### src/rtl/axi_mm_to_axis_burst.sv
// axi_mm_to_axis_burst
// Burst-read DMA: fetches LENGTH beats from AXI4 memory starting at BASE_ADDR
// and emits them as a single AXI Stream packet with TLAST on the final beat.
// One AR burst is outstanding at a time, and bursts never cross a 4 KB page.
// Optional feature macro: AXI_MM_TO_AXIS_RRESP_CHECK_EN. When defined, a bad
// RRESP or a misplaced RLAST sets the sticky ERROR flag. When undefined,
// ERROR is tied low.
//
// state  | meaning
// -------+-------------------------------------------------------------
// IDLE   | waiting for START; BUSY low
// ADDR   | AR request presented, held stable until arready
// DATA   | accepting R beats into the skid buffer; after the last beat,
//        | wait here until the final stream beat has been handed off
// FINISH | one-cycle DONE pulse, then back to IDLE

module axi_mm_to_axis_burst #(
    parameter int AXI_DATA_WIDTH = 32,
    parameter int AXI_ADDR_WIDTH = 32,
    parameter int MAX_BURST_LEN  = 16
) (
    input  logic                      ACLK,
    input  logic                      ARESETn,

    input  logic [AXI_ADDR_WIDTH-1:0] BASE_ADDR,
    input  logic [15:0]               LENGTH,
    input  logic                      START,
    output logic                      BUSY,
    output logic                      DONE,
    output logic                      ERROR,

    output logic [AXI_ADDR_WIDTH-1:0] m_axi_araddr,
    output logic [7:0]                m_axi_arlen,
    output logic [2:0]                m_axi_arsize,
    output logic [1:0]                m_axi_arburst,
    output logic [2:0]                m_axi_arprot,
    output logic                      m_axi_arvalid,
    input  logic                      m_axi_arready,

    input  logic [AXI_DATA_WIDTH-1:0] m_axi_rdata,
    input  logic [1:0]                m_axi_rresp,
    input  logic                      m_axi_rlast,
    input  logic                      m_axi_rvalid,
    output logic                      m_axi_rready,

    output logic [AXI_DATA_WIDTH-1:0] m_axis_tdata,
    output logic                      m_axis_tlast,
    output logic                      m_axis_tvalid,
    input  logic                      m_axis_tready
);

    localparam int BYTES     = AXI_DATA_WIDTH / 8;
    localparam int SIZE_LOG2 = $clog2(BYTES);

    typedef enum logic [1:0] {IDLE, ADDR, DATA, FINISH} state_t;

    state_t                    state;
    logic [AXI_ADDR_WIDTH-1:0] addr;
    logic [15:0]               remaining;
    logic [8:0]                burst_cnt;

    logic [AXI_DATA_WIDTH-1:0] sk_data;
    logic                      sk_last;
    logic                      sk_valid;

    logic                      r_fire;
    logic                      t_fire;
    logic                      beat_last;
    logic [8:0]                ar_beats;

    // Clamp the beats left to one burst and express it as an AXI length code.
    function automatic logic [7:0] burst_arlen(input logic [15:0] beats);
        if (beats > 16'(MAX_BURST_LEN))
            return 8'(MAX_BURST_LEN - 1);
        return 8'(beats - 16'd1);
    endfunction

    assign m_axi_arsize  = 3'(SIZE_LOG2);
    assign m_axi_arburst = 2'b01;
    assign m_axi_arprot  = 3'b000;

    assign r_fire    = m_axi_rvalid && m_axi_rready;
    assign t_fire    = m_axis_tvalid && m_axis_tready;
    assign beat_last = (remaining == 16'd0) && (burst_cnt == 9'd1);
    assign ar_beats  = {1'b0, m_axi_arlen} + 9'd1;

    // A beat is only taken while the skid slot is empty, so the two-entry
    // buffer can never overflow even if the stream side stalls for a long time.
    assign m_axi_rready = (state == DATA) && (burst_cnt != 9'd0) && !sk_valid;

    // Sequencer: START handling, AR generation, beat counting, DONE/BUSY.
    always_ff @(posedge ACLK or negedge ARESETn) begin
        if (!ARESETn) begin
            state         <= IDLE;
            addr          <= '0;
            remaining     <= '0;
            burst_cnt     <= '0;
            BUSY          <= 1'b0;
            DONE          <= 1'b0;
            m_axi_arvalid <= 1'b0;
            m_axi_araddr  <= '0;
            m_axi_arlen   <= '0;
        end else begin
            case (state)
                IDLE: begin
                    DONE <= 1'b0;
                    if (START) begin
                        addr      <= BASE_ADDR;
                        remaining <= LENGTH;
                        BUSY      <= 1'b1;
                        if (LENGTH != 16'd0) begin
                            m_axi_arvalid <= 1'b1;
                            m_axi_araddr  <= BASE_ADDR;
                            m_axi_arlen   <= burst_arlen(LENGTH);
                            state         <= ADDR;
                        end else begin
                            DONE  <= 1'b1;
                            state <= FINISH;
                        end
                    end
                end
                ADDR: begin
                    if (m_axi_arready) begin
                        m_axi_arvalid <= 1'b0;
                        burst_cnt     <= ar_beats;
                        remaining     <= remaining - 16'(ar_beats);
                        addr          <= addr + (AXI_ADDR_WIDTH'(ar_beats) << SIZE_LOG2);
                        state         <= DATA;
                    end
                end
                DATA: begin
                    if (r_fire) begin
                        burst_cnt <= burst_cnt - 9'd1;
                        if (burst_cnt == 9'd1 && remaining != 16'd0) begin
                            m_axi_arvalid <= 1'b1;
                            m_axi_araddr  <= addr;
                            m_axi_arlen   <= burst_arlen(remaining);
                            state         <= ADDR;
                        end
                    end
                    // The packet is complete only once its TLAST beat has left.
                    if (t_fire && m_axis_tlast) begin
                        DONE  <= 1'b1;
                        state <= FINISH;
                    end
                end
                FINISH: begin
                    DONE  <= 1'b0;
                    BUSY  <= 1'b0;
                    state <= IDLE;
                end
                default: state <= IDLE;
            endcase
        end
    end

    // Two-entry skid buffer. The output register is the head and sk_* is the
    // overflow slot. The head reloads whenever it is empty or being drained.
    always_ff @(posedge ACLK or negedge ARESETn) begin
        if (!ARESETn) begin
            m_axis_tvalid <= 1'b0;
            m_axis_tdata  <= '0;
            m_axis_tlast  <= 1'b0;
            sk_valid      <= 1'b0;
            sk_data       <= '0;
            sk_last       <= 1'b0;
        end else if (!m_axis_tvalid || m_axis_tready) begin
            if (sk_valid) begin
                m_axis_tdata  <= sk_data;
                m_axis_tlast  <= sk_last;
                m_axis_tvalid <= 1'b1;
                sk_valid      <= 1'b0;
            end else if (r_fire) begin
                m_axis_tdata  <= m_axi_rdata;
                m_axis_tlast  <= beat_last;
                m_axis_tvalid <= 1'b1;
            end else begin
                m_axis_tvalid <= 1'b0;
                m_axis_tlast  <= 1'b0;
            end
        end else if (r_fire) begin
            sk_data  <= m_axi_rdata;
            sk_last  <= beat_last;
            sk_valid <= 1'b1;
        end
    end

`ifdef AXI_MM_TO_AXIS_RRESP_CHECK_EN
    logic error_q;

    // Sticky error: a bad response or an RLAST that disagrees with our own
    // beat count. The transfer still runs to completion.
    always_ff @(posedge ACLK or negedge ARESETn) begin
        if (!ARESETn)
            error_q <= 1'b0;
        else if (state == IDLE && START)
            error_q <= 1'b0;
        else if (r_fire && ((m_axi_rresp != 2'b00) ||
                            (m_axi_rlast != (burst_cnt == 9'd1))))
            error_q <= 1'b1;
    end

    assign ERROR = error_q;
`else
    logic unused_resp_bits;

    assign unused_resp_bits = ^{m_axi_rresp, m_axi_rlast};
    assign ERROR            = 1'b0;
`endif

endmodule

### config.mk
export PLATFORM = sky130hd
export DESIGN_NAME = axi_mm_to_axis_burst
export DESIGN_NICKNAME = d
export VERILOG_FILES = /design/src/rtl/axi_mm_to_axis_burst.sv
export SDC_FILE = /design/constraint.sdc
export NUM_CORES = 1
export LEC_CHECK = 0
export ABC_AREA = 1
export CAP_MARGIN = 5
export CORE_MARGIN = 10
export CORE_UTILIZATION = 45
export CTS_BUF_LIST = sky130_fd_sc_hd__clkbuf_4
export DETAILED_ROUTE_END_ITERATION = 8
export GPL_ROUTABILITY_DRIVEN = 0
export PLACE_DENSITY_LB_ADDON = 0.12
export SLEW_MARGIN = 20
export SYNTH_ARGS = -nofsm -noshare
export SYNTH_HDL_FRONTEND = slang
export SYNTH_SLANG_ARGS = --single-unit
### constraint.sdc
create_clock -name ACLK -period 7 [get_ports ACLK]
set_input_delay 0.7 -clock ACLK [delete_from_list [all_inputs] [get_ports ACLK]]
set_output_delay 0.7 -clock ACLK [all_outputs]
set_load 0.02 [all_outputs]
---- Yosys cells after proc, flatten, opt, wreduce, memory -nomap -nowiden ----
Index checks and enable logic that the tools add are counted.
storage, ports and cells
  flip-flop bits (word level) ............. 170
  input bits .............................. 89
  word-level logic and storage cells ...... 126
cells by class
  $add $sub $neg .......................... 6
  magnitude comparators ................... 2
  equality and inequality tests ........... 12
  multiplexer cells ....................... 58
  bitwise logic cells ..................... 1
  reduce and logical (&&, ||, !) cells .... 32
operators with widths
  cell                                                                              number
  32-bit 2-to-1 mux                                                                 8
  32-bit one-hot mux with 2 select lines                                            2
  8-bit 2-to-1 mux                                                                  8
  32-bit by 11-bit adder with 32-bit output                                         1
  16-bit by 5-bit greater-than comparator with 1-bit output, second input constant  2
  16-bit 2-to-1 mux                                                                 2
  16-bit one-hot mux with 2 select lines                                            1
  16-bit nonzero test                                                               2
  1-bit 2-to-1 mux                                                                  23
  9-bit 2-to-1 mux                                                                  2
  9-bit one-hot mux with 2 select lines                                             1
  16-bit zero test                                                                  1
  8-bit one-hot mux with 2 select lines                                             1
  16-bit by 9-bit subtractor with 16-bit output                                     1
  8-bit by 1-bit subtractor with 8-bit output, second input constant                2
  2-bit 2-to-1 mux                                                                  6
  2-bit nonzero test                                                                6
  8-bit by 1-bit adder with 9-bit output, second input constant                     1
  9-bit by 1-bit equality test with 1-bit output, second input constant             1
  9-bit nonzero test                                                                1
  9-bit by 1-bit subtractor with 9-bit output, second input constant                1
  2-bit inequality test, second input constant                                      4
  2-bit one-hot mux with 4 select lines                                             1
  2-bit AND reduction                                                               4
  17 further kinds                                                                  29

---- Longest topological paths before layout ----
  depth in word-level cells ............... 10
  mapped depth ............................ 20
  gate-level depth less buffers ........... 20

---- Least setup slack after synthesis ----
OpenSTA, ideal clock, no wires.
  path type ............................... flip-flop to flip-flop
  start ................................... reg m_axi_arlen[1]
  end ..................................... reg addr[25]
  library setup time ...................... 0.116 ns
  arrival time ............................ 2.517 ns
  required time ........................... 6.884 ns
  slack ................................... 4.366 ns
  stages on the path, launching flop included .. 19
  path buffers ............................ 0
  cell sequence ........................... dfrtp_1 > ha_1 > nand2_1 > nor2_1 > inv_1 > nand2_1 > inv_1 > ha_1 > nand2_1 > inv_1 > nand4_1 > nand3_1 > nand3_1 > a21boi_0 > nand3_1 > nand3_1 > nand3_1 > nand2_1 > nand2_1
on the way
  cells in the longest elaborated chain, start to end .. 4
ends and longest elaborated chain
  what                                       line  text
  start, declared                            33    output logic [7:0] m_axi_arlen,
  start signal, assigned                     114   m_axi_arlen <= burst_arlen(LENGTH);
  start signal, assigned                     137   m_axi_arlen <= burst_arlen(remaining);
  8-bit by 1-bit adder with 9-bit output     85    assign ar_beats = {1'b0, m_axi_arlen} + 9'd1;
  32-bit by 11-bit adder with 32-bit output  127   addr <= addr + (AXI_ADDR_WIDTH'(ar_beats) << SIZE_LOG2);
  32-bit 2-to-1 mux                          123   if (m_axi_arready) begin
  32-bit one-hot mux with 2 select lines     104   case (state)
  end signal, assigned                       127
  end, declared                              58    logic [AXI_ADDR_WIDTH-1:0] addr;
No other way between the ends. The select of a mux whose other input is x is not followed.
A chain may end at the register's enable or synchronous reset.

---- Worst setup path in the final report ----
  start ................................... reg state[0]
  end ..................................... reg remaining[7]
on the way
  cells in the longest elaborated chain, start to end .. 3
ends and longest elaborated chain
  what                                                                               line  text
  start, declared                                                                    57    state_t state;
  start signal, assigned                                                             94    state <= IDLE;
  start signal, assigned                                                             115   state <= ADDR;
  start signal, assigned                                                             118   state <= FINISH;
  2-bit by 1-bit equality test with 1-bit output or 2-bit zero test (tied branches)  104
  2-bit inequality test (no source line) or 2-bit nonzero test (tied branches)       -
  3-bit AND reduction (no source line)                                               -
  end signal, assigned                                                               126   remaining <= remaining - 16'(ar_beats);
  end, declared                                                                      59    logic [15:0] remaining;
Several ways; a longest one is shown, not always the timed one.

==> reports/metrics.cfg <==
[sta]
skew_ns = 0.0344
rsz0062_at_grt = false
period_share_pct = 55.0
setup_violations = 0
tns_ns = 0
max_slew_margin_pct = 42.2
whs_ns = 0.0680
worst_pin_slew_ns = 0.867
hold_viol_final = 0
fin_crit_ns = 3.85
final_max_slew_viol_count = 0
fmax_mhz = 260

[cts]
ctsHoldBuffers = 0
cts_setup_buffers = 0
root_buffer = clkbuf_4
cts-resized-gates = 0
clk_latency_ns = 0.61
tritoncts = yes
clk_pin_slew_ns = 0.18
cts_sinks = 170
ctsHtreeMaxLevel = 4
cts-buffers-inserted = 17
cts_buffer_depth = 2

[routing]
avgViaCountPerCell = 5.18
drc = 0
postRouteAntennaNets = 0
drtIter0Drc = 727
wirelength_um = 29000
vias = 9425
drtPass1Iterations = 6
post_drt_wl_per_cell_um = 15.9

[worst_setup_path]
critPathRequiredTime_ns = 7.51
setup.worst_path.class = reg2reg
worstPathCellList = inv_1 -> nor2_4 -> buf_4 -> inv_1 -> nor2_1 -> nor2_1 -> buf_4 -> inv_1 -> buf_4 -> o21ai_0 -> o22ai_1
cp_slowest_stage_delay_ns = 0.67
slowest_stage = buf_4
cp_max_fo = 83
start_kind = flip-flop
critPathArrivalTime_ns = 4.36
end_kind = flip-flop

[global_routing]
grt_pass1_wl_um = 46300
grt-ovfl-total = 0
grt_usage_pct = 19.9
antenna_found_initial = 1
grt_max_degree = 84
grt_pass1_vias = 8739

[finish]
drive_gt1_share_pct = 4.42
finalNetCount = 1635
n_fill_cell = 2162
final_area_mm2 = 0.0121
layout.cells.non_filler = 1818
synthToLayoutAreaGrowth_pct = 20.9

[placement]
dp.final_hpwl_um = 20600
dp.cells = 1785
placed_area_mm2 = 0.0117
io_buffer_count = 163

[power_and_ir_drop]
comb_power_share_pct = 56.7
switching_share_pct = 48.7
leakage_nw = 5.72
ir_drop_v = 0.000241
p_int_w = 0.00285
powerDensity_mw_per_mm2 = 460
p_sw_w = 0.00270
power_frac_clock_pct = 10.8
p_seq_share_pct = 32.6
power.total_w = 0.00555

[logic_synthesis]
synthCells = 1391
ys_seq_area_share_pct = 42.7
syn_area_mm2 = 0.00997
synth_top_flop_cell = dfrtp_1
synth_edf_count = 0
ys_seq_elements = 170
avgSynthCellArea_um2 = 7.17
yosysUniqueCellTypes = 39
synth_warnings = 0
synth_async_sr_flop_share_pct = 100

[die]
coreArea_mm2 = 0.0218
ios = 176
die_x_um = 169
dieArea_mm2 = 0.0285
num_rows = 54
start_util_pct = 45.7
fp.dieH_um = 169

[flow_run]
drv_cap = 0

[hold_path]
hp-class = in2async

[status]
outcome = complete, no violations

metal layers:
metal  GRT usage, %  wire, µm  vias to the layer above
met4           4.62       341                        0
li1               -         -                     4741
met3           5.88      2390                       24
met2           31.5     13400                      279
met5              0         0                        -
met1           26.3     12900                     4381
stage by stage:
| step | utilization (%) | setup WS (ns) |
|---|---|---|
| 6_report | 55.2 | 3.15 |
| 5_1_grt | 55.2 | 2.76 |
| 4_1_cts | 55.2 | 3.12 |
| 3_5_place_dp | 53.8 | 3.18 |
| 3_3_place_gp | 53.8 | 3.21 |
| 2_1_floorplan | - | 4.37 |
worst paths after layout:
path / depth (start not counted) / from / end / slack (ns)
setup / recovery: 11 / state[0] / remaining[7] / 3.15
hold / removal: 1 / ARESETn / m_axi_araddr[4] / 0.07
min in group ACLK: 2 / sk_data[24] / sk_data[24] / 0.49
hold reg to reg: 2 / sk_data[24] / sk_data[24] / 0.49
setup reg to reg: 11 / state[0] / remaining[7] / 3.15
max in group asynchronous: 2 / ARESETn / remaining[9] / 5.74
worst max-delay path, delay by kind of cell, from the launching register on:
kind,cells,cell delay [ns]
buffers and inverters,6,2.36
AO/OA/AOI/OAI,2,0.43
flip-flops,1,0.45
AND/OR/NAND/NOR,3,0.47
synth_stat cells, types with 8 or more instances:
cell type	count	area share (%)
a21oi_1	51	2.6
o22ai_1	9	0.56
buf_2	17	0.85
xor2_1	12	1.1
nor3_1	16	0.80
nor2_1	143	5.4
nand4_1	13	0.82
buf_4	14	1.1
o21ai_0	71	3.6
clkbuf_1	32	1.2
or2_2	11	0.69
nand3_1	89	4.5
nand2_1	458	17
a31oi_1	42	2.6
o21a_1	29	2.2
nor4_1	9	0.56
dfrtp_1	170	43
ha_1	20	2.5
inv_1	134	5.0
o211ai_1	8	0.60
registers in the layout (all words and copies together) (netlist names):
name	cells
state	2
sk_data	32
m_axis_tvalid	1
burst_cnt	9
m_axi_arlen	8
m_axis_tdata	32
sk_last	1
BUSY	1
sk_valid	1
remaining	16
m_axi_arvalid	1
m_axi_araddr	32
addr	32
m_axis_tlast	1
DONE	1
cells in the final DEF (no fill, tap or decap), types with 3 or more instances in the layout:
cell type	n
nand2_1	458
dfrtp_1	170
clkdlybuf4s50_1	162
nor2_1	142
inv_1	133
nand3_1	89
o21ai_0	71
a21oi_1	51
a31oi_1	42
o21a_1	29
ha_1	20
clkbuf_4	17
nor3_1	16
nand4_1	13
xor2_1	12
or2_2	11
buf_4	11
o22ai_1	9
nor4_1	9
conb_1	9
o211ai_1	8
o21bai_1	6
xnor2_1	6
clkinv_8	5
inv_2	4
nand3b_1	4
inv_8	4
nor2_4	3
clkinv_4	3
area by class of cell:
type                       instances  area, µm²  area share (%)
tap                              280        350            2.91
sequential                       170       4250            35.3
inverter                         137        514            4.27
timing repair buffer             174       1720            14.2
clock buffer                      17        128            1.06
clock inverter                    15        175            1.45
multi-input combinational       1024       4910            40.8
antenna                            1       2.50          0.0208
power by group through the flow:
stage / clock (W) / sequential, W / combinational (W)
detailed placement: 0 / 0.00183 / 0.00316
CTS: 0.000619 / 0.00181 / 0.00317
floorplan: 0 / 0.00200 / 0.00193
finish: 0.000597 / 0.00181 / 0.00315
global route: 0.000651 / 0.00188 / 0.00354
global placement: 0 / 0.00181 / 0.00310
logic make-up after synthesis:
kind of cell    Yosys count  share of synthesized area (%)
compound gates          225                           13.4
fa+ha+maj                22                           2.91
buf+inv                 204                           8.42
flops                   170                           42.7
xor+xnor                 18                           1.58
other cells               2                         0.0753
simple gates            750                           31.0
Power figures use the tool's default switching activity.
